## src/rtl/pmem_arbiter.sv

```systemverilog
// pmem_arbiter: shares one cacheline adaptor port between the I-cache and
// the D-cache. It latches one whole-line transaction at a time, holds it
// stable until the adaptor responds, and routes the response back to the
// cache that owns the transaction. Ties are broken round-robin.
module pmem_arbiter #(
    parameter int unsigned ADDR_W = 32,
    parameter int unsigned LINE_W = 256
) (
    input  logic                    clk,
    input  logic                    rst,

    input  logic                    i_mem_read,
    input  logic [ADDR_W-1:0]       i_mem_address,
    output logic [LINE_W-1:0]       i_mem_rdata,
    output logic                    i_mem_resp,

    input  logic                    d_mem_read,
    input  logic                    d_mem_write,
    input  logic [ADDR_W-1:0]       d_mem_address,
    input  logic [LINE_W-1:0]       d_mem_wdata,
    input  logic [(LINE_W/8)-1:0]   d_mem_byte_enable,
    output logic [LINE_W-1:0]       d_mem_rdata,
    output logic                    d_mem_resp,

    output logic                    p_mem_read,
    output logic                    p_mem_write,
    output logic [ADDR_W-1:0]       p_mem_address,
    output logic [LINE_W-1:0]       p_mem_wdata,
    output logic [(LINE_W/8)-1:0]   p_mem_byte_enable,
    input  logic [LINE_W-1:0]       p_mem_rdata,
    input  logic                    p_mem_resp
);

    typedef enum logic [1:0] {
        IDLE    = 2'd0,
        SERVE_I = 2'd1,
        SERVE_D = 2'd2
    } state_t;

    state_t state;
    logic   last_grant_d;   // 1 when the most recent completed transaction was D's
    logic   i_req;
    logic   d_req;
    logic   grant_i;

    // Request decode; on a tie the port that was not served last wins
    assign i_req   = i_mem_read;
    assign d_req   = d_mem_read | d_mem_write;
    assign grant_i = i_req & (~d_req | last_grant_d);

    // Responses are steered to the owner only; read data is shared by both caches
    assign i_mem_resp  = (state == SERVE_I) & p_mem_resp;
    assign d_mem_resp  = (state == SERVE_D) & p_mem_resp;
    assign i_mem_rdata = p_mem_rdata;
    assign d_mem_rdata = p_mem_rdata;

    // Arbitration FSM with latched downstream command
    always_ff @(posedge clk or posedge rst) begin
        if (rst) begin
            state             <= IDLE;
            last_grant_d      <= 1'b1;
            p_mem_read        <= 1'b0;
            p_mem_write       <= 1'b0;
            p_mem_address     <= '0;
            p_mem_wdata       <= '0;
            p_mem_byte_enable <= '0;
        end else begin
            case (state)
                IDLE: begin
                    if (grant_i) begin
                        state         <= SERVE_I;
                        p_mem_address <= i_mem_address;
                        p_mem_read    <= 1'b1;
                        p_mem_write   <= 1'b0;
                    end else if (d_req) begin
                        // Write takes priority if D illegally asserts both
                        state             <= SERVE_D;
                        p_mem_address     <= d_mem_address;
                        p_mem_wdata       <= d_mem_wdata;
                        p_mem_byte_enable <= d_mem_byte_enable;
                        p_mem_read        <= ~d_mem_write;
                        p_mem_write       <= d_mem_write;
                    end
                end
                SERVE_I: begin
                    if (p_mem_resp) begin
                        state        <= IDLE;
                        last_grant_d <= 1'b0;
                        p_mem_read   <= 1'b0;
                        p_mem_write  <= 1'b0;
                    end
                end
                SERVE_D: begin
                    if (p_mem_resp) begin
                        state        <= IDLE;
                        last_grant_d <= 1'b1;
                        p_mem_read   <= 1'b0;
                        p_mem_write  <= 1'b0;
                    end
                end
                default: begin
                    state       <= IDLE;
                    p_mem_read  <= 1'b0;
                    p_mem_write <= 1'b0;
                end
            endcase
        end
    end

endmodule
```

## config.mk

```make
export PLATFORM = sky130hd
export DESIGN_NAME = pmem_arbiter
export DESIGN_NICKNAME = d
export VERILOG_FILES = /design/src/rtl/pmem_arbiter.sv
export SDC_FILE = /design/constraint.sdc
export NUM_CORES = 1
export LEC_CHECK = 0
export ABC_AREA = 1
export CORE_AREA = 2 2 564 566
export CTS_BUF_LIST = sky130_fd_sc_hd__clkbuf_8
export DETAILED_ROUTE_END_ITERATION = 10
export DIE_AREA = 0 0 566 568
export DONT_BUFFER_PORTS = 1
export PLACE_DENSITY = 0.3
export SYNTH_ARGS = -nofsm -noshare
export SYNTH_HDL_FRONTEND = slang
export SYNTH_SLANG_ARGS = --single-unit
```

## constraint.sdc

```tcl
create_clock -name clk -period 13.6 [get_ports clk]
set_clock_uncertainty 0.05 [all_clocks]
set_input_delay 2.72 -clock clk [delete_from_list [all_inputs] [get_ports clk]]
set_output_delay 2.72 -clock clk [all_outputs]
set_load 0.01 [all_outputs]
```

==> flow_summary.json, run 1 <==
{
  "clock.fmax_ghz": 0.177,
  "cts_sinks": 325,
  "hold_buffers": 0,
  "synthSimpleGateAreaFrac_pct": 25.6,
  "critical_path.cell_chain": "nand2_1 -> inv_1",
  "required_ns": 10.83,
  "cts.clk_slew.worst_paths_ns": 0.06,
  "placementRows": 207,
  "dieArea_um2": 321000,
  "crit_family": "buffers and inverters",
  "rsz0062_at_grt": "false",
  "power.total_mw": 5.28,
  "clk_path_buf_depth": 4,
  "fill_cells": 37200,
  "hold_viol": 0,
  "synth_compound_area_share_pct": 0.138,
  "final.setup.tns_ns": 0,
  "vias": 12500,
  "r2r_start": "state[1]$_DFFE_PP0P_",
  "syn_avg_cell_area_um2": 8.30,
  "p_leak_nw": 8.40,
  "r2r_cells": 10,
  "syn_to_final_growth_pct": 16.9,
  "cts_tree": "yes",
  "synthCells": 2076,
  "antenna_found_initial": 86,
  "grt_pass1_wl_um": 193000,
  "synthDistinctLibCells": 17,
  "dpl_cell_area_um2": 18300,
  "cts_max_level": 3,
  "synth_top_family_by_area": "buffers and inverters",
  "period_minus_slack_ns": 5.65,
  "synth_nets": 2693,
  "vdd.ir_drop.worst_mv": 0.126,
  "critPathCaptureType": "primary output",
  "grt_overflow_total": 0,
  "grt_max_degree": 120,
  "ys_seq_area_share_pct": 47.2,
  "drt_iter0_markers": 700,
  "slowest_stage": "inv_1",
  "crit_start": "p_mem_resp",
  "final_cell_mix": "687 x nand2_1, 354 x nand3_1, 324 x dfrtp_1",
  "hp-class": "flip-flop to flip-flop",
  "start_kind": "primary input",
  "final_common_cell": "nand2_1",
  "synth.mux.area_fraction_pct": 0,
  "worstMarginPinSlew_ns": 1.32,
  "drive_gt1_share_pct": 9.86,
  "grt_use_total_pct": 9.77,
  "status": "finished, final reports clean",
  "final.period_utilization_pct": 41.5,
  "cts_resized": 0,
  "synthXorXnorAreaFrac_pct": 0,
  "drc": 0,
  "maxSlewViolCount": 0,
  "post_cts_buffers": 0,
  "cts_root_buf": "clkbuf_8",
  "maxCapViolCount": 0,
  "die_y_um": 568,
  "ys_seq_elements": 325,
  "cts_made_buffers": 84,
  "arrival_ns": 2.88,
  "design.core.area_um2": 316000,
  "path_buf_inv": 1,
  "place_hpwl_um": 142000,
  "ys_warn_count": 0,
  "initial_core_util_pct": 5.45,
  "power_density_nw_per_um2": 262,
  "reg2reg_to": "p_mem_wdata[37]$_DFFE_PP0P_",
  "crit_fanout": 3,
  "cp.depth": 2,
  "firstDrtPassIters": 5,
  "nets": 2178,
  "syn-cell-area_um2": 17200,
  "clk_latency_ns": 0.88,
  "r2r_slack_ns": 9.42,
  "via_per_inst": 2.15,
  "path_class": "primary input to primary output",
  "grt_pass1_vias": 12700,
  "port_buffers": 0,
  "place_congestion": 0.776,
  "wl_per_cell_um": 28.0,
  "whs_ns": 0.469,
  "max_stage_delay_ns": 0.10,
  "setup_viol": 0,
  "wirelength_um": 163000,
  "postRouteAntennaNets": 0,
  "die_w_um": 566,
  "endpoint": "d_mem_resp",
  "pin_count": 1450,
  "synthAdderAreaFrac_pct": 0.218,
  "post-route-cell-area_um2": 20100,
  "max_slew_margin_pct": 11.9
}
[registers in the layout (all words and copies together), names as in the netlist]
name and count:
p_mem_wdata 256, p_mem_address 32, p_mem_byte_enable 32, state 2
last_grant_d 1, p_mem_read 1, p_mem_write 1
[synthesized netlist by cell type (all sizes together)]
library cell	count	area, um2
ha	3	37.5
a21oi	1	5.00
nor2	4	25.0
inv	74	278
nand3	354	1770
o21ai	3	18.8
clkbuf	30	113
dfrtp	324	8110
dfstp	1	26.3
nand2	690	2610
buf	592	4240
[stage by stage]
step,util [%],instances,setup WS [ns]
2_1_floorplan,-,2076,1.83
3_3_place_gp,5.79,5655,7.40
3_5_place_dp,5.79,5655,7.36
4_1_cts,6.35,5793,7.94
5_1_grt,6.36,5799,7.92
6_report,6.37,5812,7.95
[worst min path at each step]
stage	slack, ns	end	start	cells after the start
6_report	0.47	state[0]$_DFFE_PP0P_	state[0]$_DFFE_PP0P_	2
5_1_grt	0.51	p_mem_wdata[194]$_DFFE_PP0P_	p_mem_wdata[194]$_DFFE_PP0P_	2
4_1_cts	0.47	state[0]$_DFFE_PP0P_	state[0]$_DFFE_PP0P_	2
3_5_place_dp	0.46	state[0]$_DFFE_PP0P_	state[0]$_DFFE_PP0P_	2
3_3_place_gp	0.46	state[1]$_DFFE_PP0P_	state[1]$_DFFE_PP0P_	2
2_1_floorplan	0.42	state[1]$_DFFE_PP0P_	state[1]$_DFFE_PP0P_	2
[report_power, final]
part / internal, mW / leakage (nW) / switching (mW)
logic: 0.300 / 3.44 / 0.771
registers: 1.42 / 4.00 / 1.37
clock network: 0.809 / 0.954 / 0.602
[cell families after synthesis]
kind of cell | count (synthesis)
DFF | 325
AOI/OAI and AO/OA | 4
adders and majority gates | 3
buffers and inverters | 696
and+or+nand+nor | 1048
[per-layer routing]
layer	global-route usage, %	up-vias	share of wire (%)
met5	0.193	-	0.031
li1	-	4983	-
met3	11.5	511	26
met4	5.47	4	6.7
met1	7.15	5644	25
met2	14.6	1342	42
[area by class of cell]
cell class                 count  area [um2]  area share [%]
inverter                      74         285            1.42
antenna                       19        47.5           0.236
clock buffer                 106        1460            7.25
sequential                   325        8130            40.4
multi-input combinational   1055        4500            22.4
tap                         4180        5230            26.0
timing repair buffer          21         158           0.783
clock inverter                32         319            1.58
No activity file was read; power rests on OpenSTA's default activity.
==> run 2: changes to the inputs <==
==> constraint.sdc (replaced) <==
create_clock -name clk -period 4.58 [get_ports clk]
set_clock_uncertainty 0.05 [all_clocks]
set_input_delay 0.916 -clock clk [delete_from_list [all_inputs] [get_ports clk]]
set_output_delay 0.916 -clock clk [all_outputs]
set_load 0.01 [all_outputs]
==> run 2 against run 1 <==
Flip-flop and latch count unchanged. Largest power group unchanged. Cell count up 0.43%. Routed wire length up 0.67%. Register-to-register slack worse by 7.4 ns. Combinational power rose to 3.0 times the previous value. Global-route usage up 0.10 points. Utilization up 0.081 points. Clock power rose to 2.6 times the previous value. Sequential power rose to 2.9 times the previous value. Critical endpoint unchanged. Worst hold slack worse by 0.35 ns. Worst setup slack worse by 6.1 ns. Design area up 1.3%.
==> flow_summary.json, run 2 (same netlist as run 1, synthesis figures left out) <==
{
  "p_leak_nw": 8.53,
  "start_kind": "flip-flop",
  "setup_viol": 0,
  "worstMarginPinSlew_ns": 1.02,
  "pin_count": 1450,
  "hp-class": "primary input to async pin",
  "vias": 12700,
  "placementRows": 207,
  "crit_start": "state[0]$_DFFE_PP0P_",
  "cts.clk_slew.worst_paths_ns": 0.06,
  "grt_use_total_pct": 9.87,
  "wirelength_um": 164000,
  "final_core_util_pct": 6.45,
  "drt_iter0_markers": 651,
  "cts_made_buffers": 80,
  "hold_viol": 0,
  "path_class": "flip-flop to primary output",
  "cts_root_buf": "clkbuf_8",
  "die_y_um": 568,
  "fill_cells": 37200,
  "grt_pass1_wl_um": 195000,
  "cts_resized": 0,
  "arrival_ns": 1.74,
  "top_register": "p_mem_wdata",
  "wl_per_cell_um": 28.0,
  "critPathCaptureType": "primary output",
  "final_cell_mix": "687 x nand2_1, 354 x nand3_1, 324 x dfrtp_1",
  "grt_overflow_total": 0,
  "maxCapViolCount": 0,
  "max_slew_margin_pct": 32.0,
  "final.period_utilization_pct": 59.1,
  "multiInputGateArea_um2": 4500,
  "final_common_cell": "nand2_1",
  "grt_pass1_vias": 12900,
  "syn_to_final_growth_pct": 18.4,
  "crit_fanout": 3,
  "design.core.area_um2": 316000,
  "place_congestion": 0.738,
  "power_density_nw_per_um2": 742,
  "maxSlewViolCount": 0,
  "rsz0062_at_grt": "false",
  "clk_latency_ns": 0.86,
  "dieArea_um2": 321000,
  "drc": 0,
  "setup_ws_ns": 1.87,
  "initial_core_util_pct": 5.45,
  "firstDrtPassIters": 5,
  "r2r_start": "state[0]$_DFFE_PP0P_",
  "grt_max_degree": 112,
  "antenna_found_initial": 109,
  "postRouteAntennaNets": 0,
  "place_hpwl_um": 143000,
  "vdd.ir_drop.worst_mv": 0.260,
  "regArea_um2": 8130,
  "cts_max_level": 3,
  "required_ns": 3.61,
  "largest_reg_flops": 256,
  "r2r_cells": 8,
  "clock.fmax_ghz": 0.369,
  "cts_tree": "yes",
  "nets": 2218,
  "status": "finished, final reports clean",
  "clk_path_buf_depth": 4,
  "via_per_inst": 2.17,
  "top_regs": "p_mem_wdata (256), p_mem_address (32), p_mem_byte_enable (32)",
  "port_buffers": 0,
  "final.setup.tns_ns": 0,
  "drive_gt1_share_pct": 8.57,
  "dp_slack_ns": 1.64,
  "period_minus_slack_ns": 2.71,
  "cts_sinks": 325,
  "die_w_um": 566
}
==> run 2: cell types whose count changed in the layout (fill, tap and decap cells not counted), sizes merged <==
cell,before,now
inv,85,98
dlygate4sd3,0,36
clkbuf,106,92
diode,19,12
clkinv,12,5
bufinv,6,3
clkinvlp,3,2
buf,21,29
==> run 2: where the power goes <==
group / switching, mW / leakage, nW / total [mW] / internal, mW
sequential: 3.96 / 4.00 / 8.19 / 4.22
clock: 1.71 / 0.858 / 3.68 / 1.97
combinational: 2.29 / 3.67 / 3.25 / 0.967
==> run 2: area by class of cell <==
class / instances / share of cell area [%]
inverters: 74 / 1.38
flip-flops and latches: 325 / 39.9
clock buffers: 92 / 6.21
diodes: 12 / 0.147
clock inverters: 34 / 1.14
repair buffers: 65 / 3.51
well taps: 4180 / 25.6
multi-input cells: 1055 / 22.1
==> run 2: worst max-delay path, cell delays in order (launching register included) <==
cell and delay [ns]:
dfrtp_1 0.40, inv_1 0.08, ha_1 0.14, nand2_1 0.07, inv_1 0.19
==> run 2: path summary, 6_finish.rpt <==
| kind | to | slack [ns] |
|---|---|---|
| worst max-delay path | d_mem_resp | 1.87 |
| worst min-delay path | p_mem_wdata[201]$_DFFE_PP0P_ | 0.12 |
| worst max register to register | p_mem_byte_enable[8]$_DFFE_PP0P_ | 2.01 |
| worst min register to register | state[1]$_DFFE_PP0P_ | 0.49 |
| max in group asynchronous | p_mem_address[25]$_DFFE_PP0P_ | 3.26 |
| min in group clk | p_mem_wdata[104]$_DFFE_PP0P_ | 0.16 |
==> run 2: layer usage <==
| metal | global-route usage [%] | part of all wire, % | vias up |
|---|---|---|---|
| met1 | 6.98 | 25 | 5629 |
| met2 | 15.0 | 43 | 1445 |
| met3 | 12.2 | 27 | 526 |
| met5 | 0.357 | 0.12 | - |
| met4 | 4.71 | 5.8 | 12 |
| li1 | - | - | 5057 |
==> run 2: what timing repair did <==
item                      in CTS  in global routing
setup buffers                  0                  0
hold endpoints to repair      36                  0
hold buffers                  36                  0
==> run 2: through the flow <==
stage / hold WS, ns / instances / power, mW / instance area (um2)
final: 0.117 / 5837 / 15.1 / 20400
after global routing: 0.0459 / 5829 / 16.7 / 20400
after CTS: 0.000404 / 5825 / 15.8 / 20400
after detailed placement: 0.476 / 5663 / 11.8 / 18500
after global placement: 0.450 / 5663 / 11.8 / 18500
after floorplan: 0.425 / 2076 / 8.49 / 17200
==> run 3: changes to the inputs <==
==> constraint.sdc (replaced) <==
create_clock -name clk -period 2.3 [get_ports clk]
set_clock_uncertainty 0.05 [all_clocks]
set_input_delay 0.46 -clock clk [delete_from_list [all_inputs] [get_ports clk]]
set_output_delay 0.46 -clock clk [all_outputs]
set_load 0.01 [all_outputs]
==> run 3 against run 2 <==
Worst hold slack gained 0.028 ns. First-iteration DRC count grew 3.1%. Sequential share of layout area shrank 6.6 points. Critical path depth is the same. Combinational power grew 150%. Utilization grew 1.3 points. Non-clock buffer count grew 369. Clock power grew 120%. Largest cell class unchanged.
==> flow_summary.json, run 3 (same netlist as run 1, synthesis figures left out) <==
{
  "drive_gt1_share_pct": 10.8,
  "dpl_cell_area_um2": 18700,
  "critPathCaptureType": "primary output",
  "dieArea_um2": 321000,
  "stdcell_count": 6222,
  "max_slew_margin_pct": 47.9,
  "post-route-cell-area_um2": 24500,
  "firstDrtPassIters": 5,
  "initial_core_util_pct": 5.45,
  "use_met1_pct": 7.22,
  "maxSlewViolCount": 0,
  "grt_use_total_pct": 9.91,
  "max_stage_delay_ns": 0.41,
  "grt_overflow_total": 0,
  "multiInputGateArea_um2": 4520,
  "vdd.ir_drop.worst_mv": 0.452,
  "design.core.area_um2": 316000,
  "top_regs": "p_mem_wdata (256), p_mem_address (32), p_mem_byte_enable (32)",
  "wl_per_cell_um": 26.7,
  "status": "finished, final reports clean",
  "final_common_cell": "nand2_1",
  "nets": 2588,
  "rsz0062_at_grt": "true",
  "power_density_nw_per_um2": 1320,
  "arrival_ns": 1.75,
  "cts_sinks": 325,
  "maxCapViolCount": 0,
  "cts_root_buf": "clkbuf_8",
  "drt_iter0_markers": 671,
  "use_met3_pct": 11.9,
  "cts_max_level": 3,
  "period_minus_slack_ns": 2.26,
  "cts_made_buffers": 81,
  "placementRows": 207,
  "setup_ws_ns": 0.0354,
  "antenna_found_initial": 92,
  "regArea_um2": 8170,
  "cts.clk_slew.worst_paths_ns": 0.06,
  "place_hpwl_um": 143000,
  "p_leak_nw": 10.2,
  "final_core_util_pct": 7.75,
  "cts_tree": "yes",
  "place_congestion": 0.749,
  "worstMarginPinSlew_ns": 0.782,
  "final_cell_mix": "686 x nand2_1, 381 x dlygate4sd3_1, 353 x nand3_1",
  "hp-class": "primary input to async pin",
  "hold_viol": 0,
  "wirelength_um": 166000,
  "final.period_utilization_pct": 98.5,
  "postRouteAntennaNets": 0,
  "start_kind": "flip-flop",
  "port_buffers": 0,
  "required_ns": 1.79,
  "grt_pass1_wl_um": 198000,
  "vias": 14000,
  "dp.cells": 5672,
  "fill_cells": 37000,
  "setup_viol": 0,
  "dp_slack_ns": 0.229,
  "pin_count": 1450,
  "gr-usage-met2_pct": 15.2,
  "syn_to_final_growth_pct": 42.3,
  "grt_max_degree": 118,
  "top_register": "p_mem_wdata",
  "die_w_um": 566,
  "path_class": "flip-flop to primary output",
  "crit_family": "flip-flops",
  "largest_reg_flops": 256,
  "crit_fanout": 3,
  "top_usage_layer": "met2",
  "drc": 0,
  "clk_latency_ns": 0.94,
  "clock.fmax_ghz": 0.442,
  "via_per_inst": 2.26,
  "grt_pass1_vias": 14500,
  "power.total_mw": 32.4,
  "path_buf_inv": 2,
  "clk_path_buf_depth": 4,
  "slowest_stage": "dfrtp_1",
  "critical_path.cell_chain": "inv_2 -> ha_2 -> nand2_4 -> inv_6",
  "die_y_um": 568
}
## run 3: cell count changes in the layout (fill, tap and decap cells not counted), sizes merged
cell and delta:
inv -7, bufinv +2, clkbuf +9, clkinvlp +5
clkinv +8, dlygate4sd3 +345, buf +21, diode +2
## run 3: what timing repair did
item                                   CTS  global route
endpoints found under the hold margin  649             4
gates cloned                             0             3
setup endpoints to repair               27            88
pin swaps                                1             4
resized for setup                       28            16
hold buffers                           382             1
buffers inserted                         0            11
## run 3: metrics by stage
stage | setup TNS [ns] | hold WS (ns)
after floorplan | -826.25 | 0.425
after global placement | 0 | 0.429
after detailed placement | 0 | 0.412
after CTS | -0.426 | 0.00201
after global routing | -0.229 | 0.0855
final | 0 | 0.146
## run 3: layout make-up
| cell class | count | area share, % |
|---|---|---|
| tap | 4180 | 21.3 |
| timing repair buffer | 434 | 18.7 |
| clock buffer | 98 | 5.50 |
| antenna | 14 | 0.143 |
| sequential | 325 | 33.3 |
| clock inverter | 42 | 1.37 |
| inverter | 74 | 1.17 |
| multi-input combinational | 1055 | 18.4 |
## run 3: per-layer routing
layer | vias up | wire [um]
li1 | 5824 | -
met1 | 6323 | 42100
met2 | 1417 | 71200
met3 | 469 | 43400
met4 | 6 | 9150
met5 | - | 166
## run 3: where the power goes
| part | switching (mW) | leakage [nW] | internal (mW) |
|---|---|---|---|
| combinational | 5.10 | 5.27 | 3.02 |
| clock | 3.54 | 0.924 | 4.41 |
| sequential | 7.84 | 3.97 | 8.47 |
| total | 16.5 | 10.2 | 15.9 |
## run 3: worst reg2reg max path, cell delays in order, from the launching register on
cell     delay [ns]
dfrtp_1        0.41
inv_2          0.07
ha_1           0.20
inv_1          0.11
nor2_4         0.17
buf_12         0.19
buf_16         0.27
nand3_1        0.35
nand2_1        0.15
## run 3: final timing paths
| check | startpoint | end | slack (ns) | depth (start not counted) |
|---|---|---|---|---|
| worst min register to register | p_mem_wdata[138]$_DFFE_PP0P_ | p_mem_wdata[138]$_DFFE_PP0P_ | 0.49 | 2 |
| worst max-delay path | state[0]$_DFFE_PP0P_ | d_mem_resp | 0.04 | 4 |
| min in group clk | d_mem_wdata[149] | p_mem_wdata[149]$_DFFE_PP0P_ | 0.16 | 3 |
| worst min-delay path | rst | p_mem_wdata[204]$_DFFE_PP0P_ | 0.15 | 3 |
| worst max register to register | state[0]$_DFFE_PP0P_ | p_mem_wdata[4]$_DFFE_PP0P_ | 0.15 | 8 |
| max in group asynchronous | rst | p_mem_wdata[105]$_DFFE_PP0P_ | 1.38 | 4 |
